<file path="src/rtl/ternary_pkg.sv">
// Shared defaults, index-width derivation and read-side state encoding
// for the ternary result collector.
package ternary_pkg;

    localparam int OUT_LEN_DEF   = 7;
    localparam int BIT_WIDTH_DEF = 8;

    function automatic int idx_width(input int n);
        return (n <= 2) ? 1 : $clog2(n);
    endfunction

    typedef enum logic {
        RD_IDLE  = 1'b0,
        RD_DRAIN = 1'b1
    } rd_state_t;

endpackage

</file>
<file path="src/rtl/ternary_argmax_tracker.sv">
// Running signed max/index over one frame; ties keep the lowest row.
// Optional ReLU clamp of incoming samples under TERNARY_COLLECT_RELU_EN.
module ternary_argmax_tracker #(
    parameter int BIT_WIDTH = 8,
    parameter int IDX_W     = 3
) (
    input  logic                        clk,
    input  logic                        rst_n,
    input  logic                        i_load,
    input  logic                        i_update,
    input  logic [IDX_W-1:0]            i_row,
    input  logic signed [BIT_WIDTH-1:0] i_data,
    output logic signed [BIT_WIDTH-1:0] o_data,
    output logic [IDX_W-1:0]            o_idx_next
);

    logic signed [BIT_WIDTH-1:0] r_max;
    logic [IDX_W-1:0]            r_idx;
    logic                        w_take;

`ifdef TERNARY_COLLECT_RELU_EN
    assign o_data = i_data[BIT_WIDTH-1] ? '0 : i_data;
`else
    assign o_data = i_data;
`endif

    // o_idx_next includes the current sample so a completing frame can latch it directly
    assign w_take     = i_load || (i_update && (o_data > r_max));
    assign o_idx_next = i_load ? '0 : (w_take ? i_row : r_idx);

    always_ff @(posedge clk or negedge rst_n) begin
        if (!rst_n) begin
            r_max <= '0;
            r_idx <= '0;
        end else if (w_take) begin
            r_max <= o_data;
            r_idx <= o_idx_next;
        end
    end

endmodule

</file>
<file path="src/rtl/ternary_result_collector.sv">
// Collects per-row multiplier results into a two-bank ping-pong frame buffer
// and streams frames out with argmax. ReLU clamp: define TERNARY_COLLECT_RELU_EN.
module ternary_result_collector
    import ternary_pkg::*;
#(
    parameter int OUT_LEN   = OUT_LEN_DEF,
    parameter int BIT_WIDTH = BIT_WIDTH_DEF,
    parameter int IDX_W     = idx_width(OUT_LEN)
) (
    input  logic                 clk,
    input  logic                 rst_n,
    input  logic                 in_valid,
    input  logic [IDX_W-1:0]     in_row,
    input  logic [BIT_WIDTH-1:0] in_data,
    output logic                 out_valid,
    input  logic                 out_ready,
    output logic [BIT_WIDTH-1:0] out_data,
    output logic [IDX_W-1:0]     out_idx,
    output logic                 out_last,
    output logic [IDX_W-1:0]     argmax_idx,
    output logic                 frame_drop,
    output logic                 seq_err
);

    localparam int               DEPTH    = 1 << IDX_W;
    localparam logic [IDX_W-1:0] LAST_ROW = IDX_W'(OUT_LEN - 1);

    logic [BIT_WIDTH-1:0] r_mem [2][DEPTH];
    logic [1:0]           r_full;
    logic [IDX_W-1:0]     r_bank_arg [2];
    logic [IDX_W-1:0]     r_exp_row;
    logic                 r_wr_bank;
    logic                 r_keep;
    rd_state_t            r_rd_state;
    logic                 r_rd_bank;
    logic                 r_out_valid;
    logic [BIT_WIDTH-1:0] r_out_data;
    logic [IDX_W-1:0]     r_out_idx;
    logic                 r_out_last;
    logic [IDX_W-1:0]     r_argmax;
    logic                 r_frame_drop;
    logic                 r_seq_err;

    logic                 w_match, w_restart, w_accept, w_first, w_last;
    logic                 w_keep, w_wr_en, w_fill, w_xfer;
    logic [BIT_WIDTH-1:0] w_store_data;
    logic [IDX_W-1:0]     w_idx_next;
    logic [1:0]           w_fill_mask, w_free_mask, w_full_eff;
    logic                 w_free, w_load, w_load_bank;
    logic [IDX_W-1:0]     w_load_idx;
    logic [BIT_WIDTH-1:0] w_ld_data;
    logic [IDX_W-1:0]     w_ld_arg;

    // Write side: row sequencing and the per-frame keep/drop decision taken at row 0
    assign w_match   = in_valid && (in_row == r_exp_row);
    assign w_restart = in_valid && (in_row == '0) && (r_exp_row != '0);
    assign w_accept  = w_match || w_restart;
    assign w_first   = w_accept && (in_row == '0);
    assign w_last    = w_accept && (in_row == LAST_ROW);
    assign w_keep    = w_first ? !r_full[r_wr_bank] : r_keep;
    assign w_wr_en   = w_accept && w_keep;
    assign w_fill    = w_last && w_keep;
    assign w_xfer    = r_out_valid && out_ready;

    ternary_argmax_tracker #(
        .BIT_WIDTH (BIT_WIDTH),
        .IDX_W     (IDX_W)
    ) u_argmax (
        .clk        (clk),
        .rst_n      (rst_n),
        .i_load     (w_first),
        .i_update   (w_accept && !w_first),
        .i_row      (in_row),
        .i_data     (in_data),
        .o_data     (w_store_data),
        .o_idx_next (w_idx_next)
    );

    assign w_fill_mask = w_fill ? (2'b01 << r_wr_bank) : 2'b00;
    assign w_free_mask = w_free ? (2'b01 << r_rd_bank) : 2'b00;
    assign w_full_eff  = r_full | w_fill_mask;

    always_comb begin
        w_free      = 1'b0;
        w_load      = 1'b0;
        w_load_bank = r_rd_bank;
        w_load_idx  = '0;
        if (r_rd_state == RD_IDLE) begin
            w_load = w_full_eff[r_rd_bank];
        end else if (w_xfer) begin
            if (r_out_last) begin
                w_free      = 1'b1;
                w_load_bank = ~r_rd_bank;
                w_load      = w_full_eff[~r_rd_bank];
            end else begin
                w_load     = 1'b1;
                w_load_idx = r_out_idx + 1'b1;
            end
        end
    end

    // Forward the write happening this cycle so a just-completed frame shows with latency 1
    always_comb begin
        w_ld_data = r_mem[w_load_bank][w_load_idx];
        if (w_wr_en && (r_wr_bank == w_load_bank) && (in_row == w_load_idx))
            w_ld_data = w_store_data;
        w_ld_arg = (w_fill && (r_wr_bank == w_load_bank)) ? w_idx_next : r_bank_arg[w_load_bank];
    end

    always_ff @(posedge clk) begin
        if (w_wr_en)
            r_mem[r_wr_bank][in_row] <= w_store_data;
    end

    always_ff @(posedge clk or negedge rst_n) begin
        if (!rst_n) begin
            r_full       <= '0;
            r_bank_arg   <= '{default: '0};
            r_exp_row    <= '0;
            r_wr_bank    <= 1'b0;
            r_keep       <= 1'b0;
            r_rd_state   <= RD_IDLE;
            r_rd_bank    <= 1'b0;
            r_out_valid  <= 1'b0;
            r_out_data   <= '0;
            r_out_idx    <= '0;
            r_out_last   <= 1'b0;
            r_argmax     <= '0;
            r_frame_drop <= 1'b0;
            r_seq_err    <= 1'b0;
        end else begin
            if (w_accept) begin
                r_exp_row <= w_last ? '0 : in_row + 1'b1;
                if (w_first)
                    r_keep <= w_keep;
            end else if (in_valid) begin
                r_exp_row <= '0;
            end
            r_seq_err    <= in_valid && !w_match;
            r_frame_drop <= w_last && !w_keep;
            if (w_fill) begin
                r_wr_bank             <= ~r_wr_bank;
                r_bank_arg[r_wr_bank] <= w_idx_next;
            end
            r_full <= (r_full & ~w_free_mask) | w_fill_mask;

            if (w_free)
                r_rd_bank <= ~r_rd_bank;
            if (w_load) begin
                r_rd_state  <= RD_DRAIN;
                r_out_valid <= 1'b1;
                r_out_data  <= w_ld_data;
                r_out_idx   <= w_load_idx;
                r_out_last  <= (w_load_idx == LAST_ROW);
                r_argmax    <= w_ld_arg;
            end else if (w_free) begin
                r_rd_state  <= RD_IDLE;
                r_out_valid <= 1'b0;
                r_out_data  <= '0;
                r_out_idx   <= '0;
                r_out_last  <= 1'b0;
                r_argmax    <= '0;
            end
        end
    end

    assign out_valid  = r_out_valid;
    assign out_data   = r_out_data;
    assign out_idx    = r_out_idx;
    assign out_last   = r_out_last;
    assign argmax_idx = r_argmax;
    assign frame_drop = r_frame_drop;
    assign seq_err    = r_seq_err;

endmodule

</file>
<file path="config.mk">
export PLATFORM = sky130hd
export DESIGN_NAME = ternary_result_collector
export DESIGN_NICKNAME = d
export VERILOG_FILES = /design/src/rtl/ternary_pkg.sv /design/src/rtl/ternary_argmax_tracker.sv /design/src/rtl/ternary_result_collector.sv
export SDC_FILE = /design/constraint.sdc
export NUM_CORES = 1
export LEC_CHECK = 0
export CAP_MARGIN = 10
export CORE_MARGIN = 2
export CORE_UTILIZATION = 30
export DETAILED_ROUTE_END_ITERATION = 6
export PLACE_DENSITY_LB_ADDON = 0.1
export SKIP_LAST_GASP = 1
export SLEW_MARGIN = 20
export SYNTH_ARGS = -nofsm -noshare
export SYNTH_HDL_FRONTEND = slang
export SYNTH_SLANG_ARGS = --single-unit
export TNS_END_PERCENT = 50
</file>
<file path="constraint.sdc">
create_clock -name clk -period 3 [get_ports clk]
set_clock_uncertainty 0.2 [all_clocks]
set_input_delay 0.45 -clock clk [delete_from_list [all_inputs] [get_ports clk]]
set_output_delay 0.45 -clock clk [all_outputs]
set_load 0.005 [all_outputs]
</file>
# Yosys cells after proc, flatten, opt, wreduce, memory -nomap -nowiden
# Memory sizes are Yosys's and may differ from the RTL's.
# Index checks and enable logic that the tools add are counted.
[word_totals]
register_bits = 43
mem_bits_rw = 128
input_bits = 15
out_inout_bits = 18
wordCells = 123
mem_count = 1
[op_classes]
add_sub_neg = 2
n_lt_le_gt_ge = 10
n_eq_ne = 5
n_shift = 2
mux = 49
n_bitwise = 10
n_reduce_logical = 28
[mem_list]
columns = ["name", "words", "width", "rd", "rd_ports_with_merged_regs", "wr", "line", "source"]
rows = [
  ["r_mem", 2, 64, 1, 0, 1, "ternary_result_collector.sv:28", "logic [BIT_WIDTH-1:0] r_mem [2][DEPTH];"],
]
[op_table]
columns = ["operator", "n"]
rows = [
  ["64-bit 2-to-1 mux", 1],
  ["3-bit 2-to-1 mux", 16],
  ["8-bit 2-to-1 mux", 6],
  ["8-bit binary-select mux with 3-bit select", 1],
  ["8-bit demux with 3-bit select", 1],
  ["1-bit 2-to-1 mux", 20],
  ["1-bit logical AND", 17],
  ["4-bit >= comparator (second input constant)", 2],
  ["8-bit > comparator", 1],
  ["3-bit inverter with 4-bit output", 2],
  ["3-bit by 1-bit adder with 3-bit output (second input constant)", 2],
  ["6-bit bitwise mux", 1],
  ["3-bit == test", 2],
  ["3-bit == test (second input constant)", 2],
  ["1-bit by 2-bit less-than comparator with 1-bit output (second input constant)", 3],
  ["2-bit >= comparator (second input constant)", 2],
  ["1-bit zero test", 4],
  ["4-bit by 1-bit less-than comparator with 1-bit output (second input constant)", 1],
  ["2-bit 2-to-1 mux", 2],
  ["1-bit inverter with 2-bit output", 2],
  ["2-bit OR", 2],
  ["2-bit nonzero test", 2],
  ["1-bit by 1-bit << shifter with 2-bit output (first input constant)", 2],
  ["3-bit demux with 1-bit select", 1],
  ["9 further kinds", 11],
]

# Longest topological paths before layout
# Gate-level depths: netlist of the first run.
[logic_depth]
word_depth = 15
ltp_mapped = 11
mapped_depth_nobuf = 9

# Hierarchy
# Synthesis of the first run repeated with hierarchy kept, for this count alone.
[unflattened]
hier_cells = 537
area_unflattened_um2 = 7679.9
[by_module_without_submodules]
columns = ["module", "instances", "cells_per_inst", "area_per_inst_um2", "seq_area_each_um2"]
rows = [
  ["ternary_result_collector", 1, 466, 6897.9, 4644.5],
  ["ternary_argmax_tracker", 1, 71, 782.0, 275.3],
]

# Least setup slack after synthesis of the first run
# Ideal clock, no wire load.
[synth_path]
kind = "input port to flip-flop"
start = "input in_row[0]"
end = "memory r_mem[0][40] in the netlist's numbering (enable)"
setup_time_ps = 383
arrival_ps = 2210
required_time_ps = 2417
path_slack_ps = 206
stages = 8
n_path_buf = 1
path_cell_list = "inv_1 -> ha_1 -> nand3b_4 -> mux2i_1 -> o2bb2ai_2 -> buf_2 -> nand3_1 -> nor3_1"
[synth_between]
elab_chain_cells = 9
word_cells_on_any_way = 17
classes_between = "order compare: 2; eq/ne: 1; mux: 5; bitwise: 1; reduce/logical: 8"
[synth_lines]
columns = ["item", "line", "source"]
rows = [
  ["start: declaration", "ternary_result_collector.sv:13", "input logic [IDX_W-1:0] in_row,"],
  ["parallel branches: the longest is 8 deep, another holds 4-bit >= comparator", "n/a", ""],
  ["64-bit 2-to-1 mux (not written as such) *", "ternary_result_collector.sv:112", "r_mem[r_wr_bank][in_row] <= w_store_data;"],
  ["end: declaration", "ternary_result_collector.sv:28", ""],
]
# Every way passes the cells marked *.

# Worst setup path in the final report of the first run
[layout_path]
start = "input in_row[1]"
end = "register r_argmax[1], in the netlist argmax_idx[1]"
[layout_between]
elab_chain_cells = 15
word_cells_on_any_way = 30
classes_between = "eq/ne: 2; mux: 13; bitwise: 1; reduce/logical: 14"
[layout_lines]
columns = ["item", "line", "source"]
rows = [
  ["3-bit zero test", "ternary_result_collector.sv:56, ternary_result_collector.sv:58", ""],
  ["1-bit logical AND (2 in a row)", "ternary_result_collector.sv:56", "assign w_restart = in_valid && (in_row == '0) && (r_exp_row != '0);"],
  ["1-bit logical OR", "ternary_result_collector.sv:57", "assign w_accept = w_match || w_restart;"],
  ["1-bit logical AND", "ternary_result_collector.sv:58", "assign w_first = w_accept && (in_row == '0);"],
  ["1-bit 2-to-1 mux", "ternary_result_collector.sv:60", "assign w_keep = w_first ? !r_full[r_wr_bank] : r_keep;"],
  ["1-bit logical AND", "ternary_result_collector.sv:62", "assign w_fill = w_last && w_keep;"],
  ["2-bit 2-to-1 mux", "ternary_result_collector.sv:79", "assign w_fill_mask = w_fill ? (2'b01 << r_wr_bank) : 2'b00;"],
  ["2-bit OR", "ternary_result_collector.sv:81", "assign w_full_eff = r_full | w_fill_mask;"],
  ["1-bit 2-to-1 mux (not written as such) (2 in a row)", "ternary_result_collector.sv:94", "w_load = w_full_eff[~r_rd_bank];"],
  ["1-bit 2-to-1 mux", "ternary_result_collector.sv:91", "if (r_out_last) begin"],
  ["1-bit 2-to-1 mux", "ternary_result_collector.sv:90", "end else if (w_xfer) begin"],
  ["1-bit 2-to-1 mux", "ternary_result_collector.sv:88", "if (r_rd_state == RD_IDLE) begin"],
  ["3-bit 2-to-1 mux / 2-bit nonzero test (equally long branches)", "n/a", ""],
  ["end signal: assignment", "ternary_result_collector.sv:155", "r_argmax <= w_ld_arg;"],
  ["end: declaration", "ternary_result_collector.sv:40", "logic [IDX_W-1:0] r_argmax;"],
]
# Parallel ways exist; a longest one is shown, timed or not. The select of a mux whose other input is x is not followed.
# A chain may end at the register's enable or synchronous reset.

==> results.sh, run 1 <==
export IMPL_outcome="complete, no violations"
export IMPL_core_area_sq_mm=0.0250
export IMPL_yosysSeqAreaShare_pct=64.8
export IMPL_nNetsFinal=715
export IMPL_min_delay_start="u_argmax.r_max[0]"
export IMPL_switchingPower_mw=2.62
export IMPL_rr_worst_depth=8
export IMPL_synth_ff_type="edfxtp_1"
export IMPL_dpl_cell_area_sq_mm=0.00905
export IMPL_ys_types=64
export IMPL_start_util_pct=30.3
export IMPL_num_io_pins=33
export IMPL_switching_share_pct=33.1
export IMPL_grt_pass1_vias=5424
export IMPL_hold_viol=0
export IMPL_synth_top_family_by_area="compound AO/OA/AOI/OAI gates"
export IMPL_synth_area_leaders="edfxtp_1, dfrtp_1, mux4_2"
export IMPL_synthMuxAreaShare_pct=6.26
export IMPL_cts_sinks=171
export IMPL_insertion_delay_ns=0.43
export IMPL_worst_slack_ns=0.170
export IMPL_max_cap_viol_count=0
export IMPL_crit_type="input pin to register"
export IMPL_synthesis_area_sq_mm=0.00760
export IMPL_power_density_mw_per_mm2=820
export IMPL_total_power_mw=7.91
export IMPL_avgSynthCellArea_sq_um=13.5
export IMPL_cts_buffers=17
export IMPL_grt_max_degree=44
export IMPL_via_per_inst=5.08
export IMPL_start_kind="input pin"
export IMPL_r2r_end="out_data[6]"
export IMPL_vias=5232
export IMPL_fillers=2407
export IMPL_synth_compound_area_share_pct=12.8
export IMPL_gp_congestion=0.780
export IMPL_worst_pin_slew_ns=0.599
export IMPL_grt_usage_pct=18.1
export IMPL_die_area_sq_mm=0.0266
export IMPL_overflow=0
export IMPL_seq_power_share_pct=37.2
export IMPL_antennaDiodeCount=0
export IMPL_ir_drop_mv=0.307
export IMPL_ant_nets=0
export IMPL_crit_required_ns=3.16
export IMPL_die_w_um=163
export IMPL_netlist_area_leader_share_pct=50.6
export IMPL_clkPwrFrac_pct=27.4
export IMPL_ys_ff_latch=171
export IMPL_yosys_area_share_adder_pct=1.98
export IMPL_slew_headroom_pct=60.0
export IMPL_clk_pin_slew_ns=0.06
export IMPL_cp_max_fo=4
export IMPL_slew_viol_final=0
export IMPL_wl_per_cell_um=22.3
export IMPL_drc=0
export IMPL_clockRootBuffer="clkbuf_16"
export IMPL_rrSetupSlack_ns=0.23
export IMPL_grt_antenna_before_repair=0
export IMPL_cts_tree="built"
export IMPL_fp_row_count=58
export IMPL_max_freq_mhz=353
export IMPL_synth_edf_count=128
export IMPL_setup_viol=0
export IMPL_placed_cells=998
export IMPL_critPathArrivalTime_ns=2.99
export IMPL_final_cell_count_no_fill=1029
export IMPL_finalInstanceArea_sq_mm=0.00964
export IMPL_yosys_warnings=0
export IMPL_p_int_mw=5.29
export IMPL_layout_drive_gt1_share_pct=25.0
export IMPL_hold_path_class="register to register"
export IMPL_min_to="u_argmax.r_max[0]"
export IMPL_wirelength_um=22900
export IMPL_drt_pre_antenna_iters=5
export IMPL_synth_top_cells_by_count="edfxtp_1, nand2_1, dfrtp_1"
export IMPL_p_leak_nw=3.58
export IMPL_synthArstFlopShare_pct=25.1
export IMPL_post_dp_hpwl_um=16200
export IMPL_syn_nets=589
export IMPL_layout_min_cycle_time_ns=2.83
export IMPL_grt_pass1_wl_um=34400
export IMPL_end_kind="register"
export IMPL_htree_levels=4
export IMPL_port_buffers=32
export IMPL_synth_simple_gate_area_share_pct=9.78
export IMPL_drt_iter0_drc=460
export IMPL_syn_to_final_growth_pct=26.9
export IMPL_tns_ns=0
export IMPL_cts_path_max_buffers=2
export IMPL_r2r_start="out_idx[1]"
export IMPL_fin_crit_sh_pct=94.3
export IMPL_yosysTopAreaCell="edfxtp_1"
export IMPL_synth_xor_xnor_area_share_pct=1.61
export IMPL_dp_slack_ns=-0.289
export IMPL_pwr_share_comb_pct=35.4
export IMPL_die_h_um=163
export IMPL_hold_depth=2
export IMPL_rsz0062_at_grt="no"
export IMPL_synth_most_common_cell="edfxtp_1"
export IMPL_netlist_instances=562
-- cell families after synthesis --
logic type               count (synthesis)
adder cells (fa/ha/maj)                 12
buffers and inverters                   48
AND/OR/NAND/NOR                        154
multiplexers                            32
flip-flops                             171
AO/OA/AOI/OAI                          134
XOR/XNOR                                11
-- worst max-delay path, cell delays in order --
cell and delay, ns:
clkdlybuf4s50_1 0.43, inv_1 0.09, ha_1 0.23, nand3b_4 0.10, buf_4 0.14, or2_1 0.28, a211o_1 0.37, a211oi_1 0.34
a211oi_1 0.09, o32ai_1 0.26, a32o_1 0.21
-- flip-flops by register name (all words and copies together) (netlist names), 2 cells and up --
signal,flops
r_full,2
out_data,8
r_bank_arg,6
r_mem,128
argmax_idx,3
u_argmax.r_idx,3
out_idx,3
r_exp_row,3
u_argmax.r_max,8
-- routing by layer --
metal | track usage [%] | up-vias | share of wire, %
met3 | 3.56 | 27 | 3.7
met2 | 29.6 | 122 | 48
met4 | 6.52 | 0 | 2.3
met1 | 24.0 | 2661 | 46
met5 | 0 | - | 0
li1 | - | 2422 | -
-- layout by cell type (no fill, tap or decap), drive strengths merged, types with 12 or more instances in the layout --
cell	netlist	final
edfxtp	128	128
ha	12	12
inv	17	22
o22ai	13	13
nor2	38	38
nand3	16	16
buf	15	106
a21oi	16	16
clkdlybuf4s50	0	31
o21ai	18	18
a211oi	17	17
mux2	14	14
o221ai	13	13
clkbuf	16	18
nand2	52	52
dfrtp	43	43
-- power by group through the flow --
stage                     sequential (mW)  clock, mW  combinational (mW)
after floorplan                      2.91          0                1.48
after global placement               2.99          0                2.78
after detailed placement             2.99          0                2.80
after CTS                            2.95       2.21                2.82
after global routing                 2.97       2.31                3.03
final                                2.94       2.16                2.80
-- per-stage QoR --
step                      util (%)  hold WS (ns)
after floorplan                  -       -0.0456
after global placement        36.2         0.269
after global routing          38.5         0.324
after CTS                     38.4        0.0479
final                         38.5         0.287
after detailed placement      36.2         0.281
-- final cells by class --
| type | instances | area (sq um) | area share, % |
|---|---|---|---|
| Clock buffer | 18 | 429 | 4.45 |
| Clock inverter | 12 | 140 | 1.45 |
| Inverter | 17 | 63.8 | 0.662 |
| Multi-Input combinational cell | 343 | 2470 | 25.6 |
| Sequential cell | 171 | 4920 | 51.0 |
| Tap cell | 330 | 413 | 4.28 |
| Timing Repair Buffer | 138 | 1200 | 12.5 |
-- worst max path at each step --
stage	start	end	slack (ns)	depth (start not counted)
2_1_floorplan	in_row[0]	r_mem[0][40]	0.21	8
3_3_place_gp	in_data[7]	argmax_idx[0]	-0.26	10
3_5_place_dp	in_data[7]	argmax_idx[0]	-0.29	10
4_1_cts	in_data[7]	argmax_idx[0]	0.15	10
5_1_grt	in_row[0]	argmax_idx[1]	0.03	11
6_report	in_row[1]	argmax_idx[1]	0.17	11
-- what timing repair did --
item | 4_1_cts | 5_1_grt
hold endpoints to repair | 0 | 43
buffers inserted | 0 | 0
hold buffers | 0 | 1
gates resized for setup | 0 | 1
endpoints found under the setup margin | 0 | 1
Note: power is estimated with default switching activity, not from simulation.
==> inputs of run 2 (changes only) <==
ABC_CLOCK_PERIOD_IN_PS = 3000   (was default)
PLACE_DENSITY = 0.53   (was default)
PLACE_DENSITY_LB_ADDON = default   (was 0.1)
==> results.sh, run 2 (same netlist as run 1, synthesis figures left out) <==
export IMPL_final_cell_count_no_fill=1017
export IMPL_whs_ns=0.293
export IMPL_insertion_delay_ns=0.42
export IMPL_seqCellArea_sq_mm=0.00492
export IMPL_multi_input_area_sq_mm=0.00247
export IMPL_wirelength_um=20800
export IMPL_core_area_sq_mm=0.0250
export IMPL_slew_headroom_pct=61.6
export IMPL_top_register="r_mem"
export IMPL_rsz0062_at_grt="no"
export IMPL_cp_max_fo=5
export IMPL_ant_nets=0
export IMPL_worst_pin_slew_ns=0.576
export IMPL_max_cap_viol_count=0
export IMPL_cts_setup_buffers=0
export IMPL_clockRootBuffer="clkbuf_16"
export IMPL_finalInstanceArea_sq_mm=0.00953
export IMPL_nNetsFinal=702
export IMPL_grt_max_degree=44
export IMPL_crit_required_ns=3.08
export IMPL_cp_cell_sequence="clkdlybuf4s50_1 > and3_2 > xnor2_4 > buf_12 > mux4_2 > nor2_1 > a31oi_1 > o21ai_0 > o211ai_1"
export IMPL_syn_to_final_growth_pct=25.4
export IMPL_min_delay_start="argmax_idx[0]"
export IMPL_antennaDiodeCount=0
export IMPL_cts_sinks=171
export IMPL_drt_pre_antenna_iters=5
export IMPL_port_buffers=32
export IMPL_vias=5195
export IMPL_utilization_pct=38.1
export IMPL_drc=0
export IMPL_grt_antenna_before_repair=0
export IMPL_placed_cells=985
export IMPL_layout_commonest_cell="edfxtp_1"
export IMPL_hold_viol=0
export IMPL_crit_slowest_cell="mux4_2"
export IMPL_slew_viol_final=0
export IMPL_p_leak_nw=3.51
export IMPL_dp_slack_ns=-0.250
export IMPL_cpPeakStageDelay_ns=0.52
export IMPL_num_io_pins=33
export IMPL_dpl_cell_area_sq_mm=0.00892
export IMPL_critPathArrivalTime_ns=2.95
export IMPL_largest_reg_flops=128
export IMPL_end_kind="register"
export IMPL_fin_crit_sh_pct=95.9
export IMPL_die_w_um=163
export IMPL_final_cell_mix="edfxtp_1, buf_4, nand2_1"
export IMPL_gp_congestion=0.852
export IMPL_drt_iter0_drc=423
export IMPL_htree_levels=4
export IMPL_fp_row_count=58
export IMPL_power_density_mw_per_mm2=816
export IMPL_tns_ns=0
export IMPL_cts_tree="built"
export IMPL_hold_depth=1
export IMPL_r2r_start="out_last"
export IMPL_die_area_sq_mm=0.0266
export IMPL_via_per_inst=5.11
export IMPL_clk_pin_slew_ns=0.06
export IMPL_grt_pass1_vias=5295
export IMPL_min_to="argmax_idx[0]"
export IMPL_rrSetupSlack_ns=0.17
export IMPL_cts_buffers=17
export IMPL_crit_type="input pin to register"
export IMPL_grt_pass1_wl_um=31900
export IMPL_die_h_um=163
export IMPL_post_dp_hpwl_um=14800
export IMPL_rr_worst_depth=8
export IMPL_setup_viol=0
export IMPL_layout_min_cycle_time_ns=2.88
export IMPL_layout_drive_gt1_share_pct=23.4
export IMPL_ir_drop_mv=0.458
export IMPL_r2r_end="out_data[6]"
export IMPL_grt_usage_pct=16.3
export IMPL_max_freq_mhz=348
export IMPL_worst_slack_ns=0.124
export IMPL_outcome="complete, no violations"
export IMPL_hold_path_class="register to register"
export IMPL_cts_resized=0
export IMPL_start_util_pct=30.3
export IMPL_wl_per_cell_um=20.5
export IMPL_total_power_mw=7.78
export IMPL_overflow=0
export IMPL_cts_path_max_buffers=2
export IMPL_start_kind="input pin"
export IMPL_fillers=2386
## run 2: changes by cell type in the layout (fill, tap and decap cells not counted), sizes merged
cell	before	now
buf	106	93
inv	22	20
bufinv	2	3
clkinv	2	3
clkinvlp	3	4
## run 2: power by group
part	leakage, nW	total [mW]	internal (mW)	switching, mW
Sequential	1.70	2.94	2.76	0.176
Clock	0.278	2.22	1.31	0.904
Combinational	1.53	2.62	1.22	1.40
Total	3.51	7.78	5.29	2.48
## run 2: final cells by class
| type | instances | share of cell area [%] |
|---|---|---|
| sequential | 171 | 51.6 |
| multi-input combinational | 343 | 25.9 |
| clock inverter | 13 | 1.75 |
| clock buffer | 18 | 4.50 |
| timing repair buffer | 125 | 11.2 |
| inverter | 17 | 0.670 |
| tap | 330 | 4.33 |
## run 2: timing repair
action	in CTS	in global routing
setup endpoints to repair	0	0
hold buffers	0	1
hold endpoints to repair	0	43
## run 2: critical path: cells and delay by family
kind | cells | cell delay, ns
simple gates | 2 | 0.48
mux | 1 | 0.52
xor+xnor | 1 | 0.32
buf+inv | 2 | 0.68
compound gates | 3 | 0.49
## run 2: per-layer routing
metal  wire length [um]  up-vias  track usage, %
li1                   -     2396               -
met1               9180     2620            21.2
met3                812       38            2.29
met2              10100      141            27.1
met5                  0        -               0
met4                757        0            7.56
## run 2: worst max path at each step
stage / start / end / slack (ns)
2_1_floorplan: in_row[0] / r_mem[0][40] / 0.21
3_3_place_gp: out_ready / out_data[7] / -0.29
3_5_place_dp: in_data[7] / argmax_idx[2] / -0.25
4_1_cts: out_ready / out_data[6] / 0.16
5_1_grt: out_ready / out_data[6] / 0.07
6_report: out_ready / out_data[6] / 0.12
==> inputs of run 3 (changes only) <==
REMOVE_ABC_BUFFERS = 1   (was default)
==> results.sh, run 3 (same netlist as run 1, synthesis figures left out) <==
export IMPL_cts_setup_buffers=0
export IMPL_layout_commonest_cell="edfxtp_1"
export IMPL_die_w_um=163
export IMPL_cts_sinks=171
export IMPL_core_area_sq_mm=0.0250
export IMPL_die_h_um=163
export IMPL_clockRootBuffer="clkbuf_16"
export IMPL_fp_row_count=58
export IMPL_cts_path_max_buffers=2
export IMPL_multi_input_area_sq_mm=0.00247
export IMPL_post_dp_hpwl_um=15000
export IMPL_drt_pre_antenna_iters=5
export IMPL_cts_buffers=17
export IMPL_layout_min_cycle_time_ns=2.99
export IMPL_crit_required_ns=3.17
export IMPL_grt_antenna_before_repair=2
export IMPL_power_density_mw_per_mm2=823
export IMPL_fin_crit_sh_pct=99.6
export IMPL_ir_drop_mv=0.393
export IMPL_overflow=0
export IMPL_wl_per_cell_um=20.8
export IMPL_crit_type="input pin to register"
export IMPL_htree_levels=4
export IMPL_cp_max_fo=4
export IMPL_die_area_sq_mm=0.0266
export IMPL_max_cap_viol_count=0
export IMPL_wirelength_um=21100
export IMPL_worst_pin_slew_ns=0.576
export IMPL_end_kind="register"
export IMPL_grt_max_degree=44
export IMPL_final_cell_count_no_fill=1013
export IMPL_crit_family="compound AO/OA/AOI/OAI gates"
export IMPL_slew_headroom_pct=61.6
export IMPL_max_freq_mhz=335
export IMPL_num_io_pins=33
export IMPL_final_cell_mix="edfxtp_1, buf_4, nand2_1"
export IMPL_grt_usage_pct=16.5
export IMPL_grt_pass1_wl_um=32200
export IMPL_drc=0
export IMPL_setup_viol=0
export IMPL_nNetsFinal=695
export IMPL_slew_viol_final=0
export IMPL_drt_iter0_drc=399
export IMPL_cts_tree="built"
export IMPL_seqCellArea_sq_mm=0.00492
export IMPL_cpPeakStageDelay_ns=0.60
export IMPL_outcome="complete, no violations"
export IMPL_top_register="r_mem"
export IMPL_start_kind="input pin"
export IMPL_gp_congestion=0.834
export IMPL_grt_pass1_vias=5369
export IMPL_syn_to_final_growth_pct=25.3
export IMPL_cp_cell_sequence="clkdlybuf4s50_1 > ha_1 > and3_1 > and3_1 > a211o_1 > a211oi_1 > a211oi_1 > o32ai_1 > a32o_1"
export IMPL_rsz0062_at_grt="yes"
export IMPL_hold_path_class="register to register"
export IMPL_fillers=2369
export IMPL_vias=5223
export IMPL_insertion_delay_ns=0.43
export IMPL_whs_ns=0.287
export IMPL_start_util_pct=30.3
export IMPL_via_per_inst=5.16
export IMPL_port_buffers=32
export IMPL_p_leak_nw=3.51
export IMPL_placed_cells=978
export IMPL_dp_slack_ns=-0.322
export IMPL_hold_viol=0
export IMPL_critPathArrivalTime_ns=3.15
export IMPL_layout_drive_gt1_share_pct=22.9
export IMPL_clk_pin_slew_ns=0.07
export IMPL_largest_reg_flops=128
export IMPL_worst_slack_ns=0.0120
export IMPL_ant_nets=0
export IMPL_cp_num_buf_inv=1
export IMPL_crit_slowest_cell="clkdlybuf4s50_1"
[run 3: what timing repair did]
action                     in CTS  in global routing
hold buffers                    0                  1
setup endpoints to repair       0                  2
hold endpoints to repair        0                 43
gates resized for setup         0                  1
[run 3: report_power, final]
part           switching [mW]  internal, mW  total, mW  leakage (nW)
registers               0.191          2.76       2.95          1.70
logic                    1.41          1.20       2.60          1.50
clock network           0.945          1.34       2.28         0.303
[run 3: final timing paths]
path	slack, ns	depth (start not counted)	endpoint	from
worst max-delay path	0.01	9	argmax_idx[1]	in_data[3]
worst min-delay path	0.29	2	u_argmax.r_max[0]	u_argmax.r_max[0]
worst max register to register	0.12	9	out_data[3]	r_rd_bank
worst min register to register	0.29	2	u_argmax.r_max[0]	u_argmax.r_max[0]
max in group asynchronous	1.83	2	out_idx[1]	rst_n
min in group asynchronous	0.37	2	r_bank_arg[2]	rst_n
[run 3: layout make-up]
type	count	share of cell area, %
Antenna cell	2	0.0526
Clock buffer	19	4.55
Clock inverter	13	1.91
Inverter	17	0.671
Multi-Input combinational cell	343	26.0
Sequential cell	171	51.7
Tap cell	330	4.34
Timing Repair Buffer	118	10.8
[run 3: per-stage QoR]
step / setup TNS (ns) / power [mW] / util (%) / cell area, sq um
after floorplan: -3.58 / 4.30 / - / 7450
after global placement: -5.51 / 5.55 / 35.5 / 8880
after detailed placement: -11.87 / 5.60 / 35.5 / 8880
after CTS: 0 / 7.89 / 37.9 / 9490
after global routing: -0.0703 / 8.23 / 38.0 / 9510
final: 0 / 7.84 / 38.0 / 9520
[run 3: layer usage]
metal | track usage (%) | share of wire (%) | routed length (um)
met5 | 0 | 0 | 0
met3 | 4.22 | 5.9 | 1240
met1 | 21.2 | 43 | 9060
met2 | 27.3 | 49 | 10400
met4 | 5.75 | 2.0 | 418
[run 3: worst register-to-register path, cell delays in order (launching register included)]
cell	delay (ns)
dfrtp_1	0.71
inv_1	0.31
a221oi_2	0.30
buf_4	0.18
a21oi_1	0.05
nor4_1	0.48
nor3_1	0.11
buf_4	0.17
a21o_1	0.19
o21ai_1	0.13
